===== config.mk =====
export PLATFORM = sky130hd
export DESIGN_NAME = mem_port_arbiter
export DESIGN_NICKNAME = d
export VERILOG_FILES = /design/src/rtl/mem_port_arbiter.sv
export SDC_FILE = /design/constraint.sdc
export NUM_CORES = 1
export LEC_CHECK = 0
export CAP_MARGIN = 20
export CORE_MARGIN = 2
export CORE_UTILIZATION = 35
export DETAILED_ROUTE_END_ITERATION = 16
export GPL_TIMING_DRIVEN = 0
export PLACE_DENSITY = 0.79
export SYNTH_ARGS = -nofsm -noshare
export SYNTH_HDL_FRONTEND = slang
export SYNTH_SLANG_ARGS = --single-unit

===== constraint.sdc =====
create_clock -name clk -period 3 [get_ports clk]
set_input_delay 0.6 -clock clk [delete_from_list [all_inputs] [get_ports clk]]
set_output_delay 0.6 -clock clk [all_outputs]
set_load 0.02 [all_outputs]

===== src/rtl/mem_port_arbiter.sv =====
// Arbiter sharing one memory port between instruction fetch and data access.
// Data has fixed priority; a streak limit guarantees a pending fetch is eventually served.
module mem_port_arbiter #(
  parameter int unsigned MAX_DSTREAK = 4
) (
  input  logic        clk,
  input  logic        rst,

  input  logic [31:0] imem_addr,
  input  logic [3:0]  imem_rmask,
  output logic [31:0] imem_rdata,
  output logic        imem_resp,

  input  logic [31:0] dmem_addr,
  input  logic [3:0]  dmem_rmask,
  input  logic [3:0]  dmem_wmask,
  input  logic [31:0] dmem_wdata,
  output logic [31:0] dmem_rdata,
  output logic        dmem_resp,

  output logic [31:0] mem_addr,
  output logic [3:0]  mem_rmask,
  output logic [3:0]  mem_wmask,
  output logic [31:0] mem_wdata,
  input  logic [31:0] mem_rdata,
  input  logic        mem_resp
);

  localparam int unsigned StreakW = $clog2(MAX_DSTREAK + 1);
  localparam logic [StreakW-1:0] StreakMax = StreakW'(MAX_DSTREAK);

  typedef enum logic [1:0] {
    StIdle,
    StBusyI,
    StBusyD
  } state_t;

  state_t             state;
  logic [StreakW-1:0] dstreak;

  logic i_req;
  logic d_req;
  logic streak_ok;
  logic grant_d;
  logic grant_i;

  assign i_req     = |imem_rmask;
  assign d_req     = (|dmem_rmask) | (|dmem_wmask);
  assign streak_ok = (dstreak < StreakMax);
  assign grant_d   = d_req && (!i_req || streak_ok);
  assign grant_i   = !grant_d && i_req;

  always_ff @(posedge clk or posedge rst) begin
    if (rst) begin
      state     <= StIdle;
      dstreak   <= '0;
      mem_addr  <= '0;
      mem_rmask <= '0;
      mem_wmask <= '0;
      mem_wdata <= '0;
    end else begin
      case (state)
        StIdle: begin
          if (grant_d) begin
            state     <= StBusyD;
            mem_addr  <= dmem_addr;
            mem_rmask <= dmem_rmask;
            mem_wmask <= dmem_wmask;
            mem_wdata <= dmem_wdata;
            // The streak only counts data grants that overtook a waiting fetch.
            if (!i_req) begin
              dstreak <= '0;
            end else if (dstreak != StreakMax) begin
              dstreak <= dstreak + 1'b1;
            end
          end else if (grant_i) begin
            state     <= StBusyI;
            mem_addr  <= imem_addr;
            mem_rmask <= imem_rmask;
            mem_wmask <= '0;
            dstreak   <= '0;
          end
        end
        StBusyI, StBusyD: begin
          // Always pass through idle after a response; no back-to-back grants.
          if (mem_resp) begin
            state     <= StIdle;
            mem_rmask <= '0;
            mem_wmask <= '0;
          end
        end
        default: begin
          state     <= StIdle;
          mem_rmask <= '0;
          mem_wmask <= '0;
        end
      endcase
    end
  end

  // Responses are routed combinationally; a response while idle is dropped.
  always_comb begin
    imem_resp  = 1'b0;
    imem_rdata = '0;
    dmem_resp  = 1'b0;
    dmem_rdata = '0;
    if (mem_resp) begin
      if (state == StBusyI) begin
        imem_resp  = 1'b1;
        imem_rdata = mem_rdata;
      end else if (state == StBusyD) begin
        dmem_resp  = 1'b1;
        dmem_rdata = mem_rdata;
      end
    end
  end

endmodule


==> reports/results.ini <==
[clock_tree]
cts_tree=done
cts.sinks=77
clock_path_buffers=2
cts_root_buffer=clkbuf_16
path_clk_slew_ns=0.06
clock_latency_ns=0.34
cts_buffers=9
hold_buffers=0
htree_num_levels=3

[sta]
maxSlewHeadroom_pct=70.2
finalCritPeriodShare_pct=96.2
timing.fmax_mhz=346
hold_ws_ns=0.477
final-hold-violation-count=0
final-max-slew-violation-count=0
worst_pin_slew_ns=0.442
finalSetupViolCount=0
skew_ns=0.0155
layout_min_cycle_time_ns=2.89
rsz0062_at_grt=no

[yosys]
synth_simple_gate_area_share_pct=15.8
yosysTopAreaCell=dfrtp_1
synth_top_family_by_area=multiplexers
synth.area.mux_share_pct=21.4
ys_seq_elements=77
ys_warn_count=0
ys_types=30
synth_top_area_share_pct=48.8
synth_xor_area_share_pct=0
synth_area_leaders=dfrtp_1 49%, mux2_4 11%, mux2i_1 9.1%, and2_1 5.4%, and3_1 5.1%
synth_compound_area_share_pct=7.57
avgSynthCellArea_um2=11.4
synth_fa_ha_area_share_pct=1.58
synth_nets=494
ys_seq_area_share_pct=48.8
syn_area_um2=3950
synth_cells=346

[hold_path]
hold_class=reg2reg
min-delay-start=mem_addr[23]
hold_path_depth=2
hold_path_end=mem_addr[23]

[floorplanning]
die_area_um2=12100
core.rowCount=38
chipHeight_um=110
die_w_um=110
ios=281
core_um2=10900
start_util_pct=36.1

[power]
seqPwrFrac_pct=25.8
total_power_mw=7.19
swShare_pct=37.9
pwr-share-clk_pct=16.4
leakage_nw=3.39
ir_drop_uv=592
powerDensity_nw_per_um2=988
pwr-share-comb_pct=57.8
power.switching_mw=2.72
p_int_mw=4.47

[setup_path]
path_cells=inv_1 > ha_1 > clkbuf_1 > and3_1 > clkdlybuf4s50_1
path_class=reg2out
crit_family=buffers and inverters
rr_endpoint=mem_rmask[2]
cp.buffers_inverters=3
critPathRequiredTime_ns=2.40
regToRegStartpoint=state[1]
slowest_delay_ns=0.62
cpMaxStageDelayCell=clkdlybuf4s50_1
cp_max_fo=10
cp-end-kind=output pin
rrSetupSlack_ns=1.12
reg2reg_depth=7
start_kind=flip-flop
arrival_ns=2.29

[routing]
drc=0
num_vias=3734
drt_iter0_markers=146
routed_via_density=4.77
wirelength_um=13200
first_pass_iters=4
ant_nets=0
post_drt_wl_per_cell_um=16.9

[final_layout]
num-nets-final=786
fin_area_um2=7280
final_cell_mix=278 x clkdlybuf4s50_1, 77 x dfrtp_1, 38 x nand2_1, 36 x mux2i_1, 34 x and2_1
diodes=0
fin_util_pct=66.6
drive_gt1_share_pct=11.5
syn2layout_area_growth_pct=84.4
final_common_cell=clkdlybuf4s50_1

[outcome]
run_status=finished, final reports clean

[placement]
gp_congestion=0.790
dp_hpwl_um=10600
port_buffers=280
dpl_cell_area_um2=6950

[global_routing]
grt_pass1_vias=3885
grt_max_degree=45
antenna_found_initial=0
overflow=0
grt_first_pass_wirelength_um=19600
grt_usage_pct=21.3

[run]
maxCapViolCount=0

[worst min-delay path, cell delays in order (launching register included)]
cell and delay [ns]:
dfrtp_1 0.34, nand2_1 0.04, o21ai_0 0.06
[registers in the layout, indices dropped and copies added (netlist names)]
register   count
mem_rmask      4
dstreak        3
state          2
mem_wmask      4
mem_addr      32
mem_wdata     32
[worst max-delay path by stage]
stage              from        endpoint  slack (ns)  cells after the start
6_report       state[1]  imem_rdata[12]        0.11                      5
4_1_cts        mem_resp  dmem_rdata[18]        0.01                      6
3_3_place_gp        rst     mem_addr[2]       -0.75                      2
3_5_place_dp   mem_resp  dmem_rdata[18]       -0.44                      6
5_1_grt        state[1]  imem_rdata[15]       0.003                      5
2_1_floorplan       rst      dstreak[0]        0.43                      1
[metrics by stage]
| step | instances | TNS, ns | setup slack, ns |
|---|---|---|---|
| 6_report | 782 | 0 | 0.113 |
| 3_3_place_gp | 766 | -69.70 | -0.751 |
| 5_1_grt | 782 | 0 | 0.00339 |
| 3_5_place_dp | 767 | -12.33 | -0.441 |
| 2_1_floorplan | 346 | 0 | 0.433 |
| 4_1_cts | 782 | 0 | 0.0115 |
[power by group through the flow]
| stage | logic, mW | clock network (mW) | registers [mW] |
|---|---|---|---|
| finish | 4.16 | 1.18 | 1.85 |
| floorplan | 1.81 | 0 | 2.43 |
| detailed placement | 4.19 | 0 | 1.86 |
| global placement | 4.11 | 0 | 1.84 |
| CTS | 4.21 | 1.20 | 1.86 |
| global route | 4.44 | 1.24 | 1.92 |
[area by class of cell]
class / count / area, um^2
Buffer: 26 / 174
Tap cell: 140 / 175
Timing Repair Buffer: 281 / 2820
Clock buffer: 10 / 239
Inverter: 6 / 25.0
Clock inverter: 5 / 82.6
Sequential cell: 77 / 1930
Fill cell: 861 / 3650
Multi-Input combinational cell: 237 / 1840
[cells in the mapped netlist]
master	instances
dfrtp_1	77
nand2_1	38
mux2i_1	36
and2_1	34
and3_1	32
mux2_4	30
o21ai_0	25
clkbuf_1	12
o21ai_1	12
buf_6	8
inv_1	6
a22o_1	5
buf_2	5
ha_1	5
mux2_2	3
nor2b_1	2
nor4_1	2
or4_1	2
a21o_1	1
a221o_1	1
a22oi_1	1
buf_4	1
nand2b_1	1
nor2_2	1
o2111ai_1	1
o31ai_1	1
o31ai_2	1
o41ai_2	1
or2_2	1
or4_4	1
[metal layers]
metal | wire [um] | track usage (%) | part of all wire, % | vias to the layer above
met4 | 244 | 7.68 | 1.8 | 0
met3 | 1240 | 7.11 | 9.4 | 19
met2 | 7040 | 39.4 | 53 | 177
met1 | 4710 | 22.3 | 36 | 1752
met5 | 0 | 0 | 0 | -
li1 | - | - | - | 1786
[cells by family (layout without fill, tap and decap cells)]
logic type / after synthesis / count (layout)
AOI/OAI and AO/OA: 49 / 49
adders and majority gates: 5 / 5
buffers and inverters: 32 / 328
DFF: 77 / 77
muxes: 69 / 69
and+or+nand+nor: 114 / 114
[repair_timing]
action	CTS	global route
buffers inserted	0	0
setup endpoints to repair	32	30
gates resized for setup	5	6
Power figures use the tool's default switching activity.
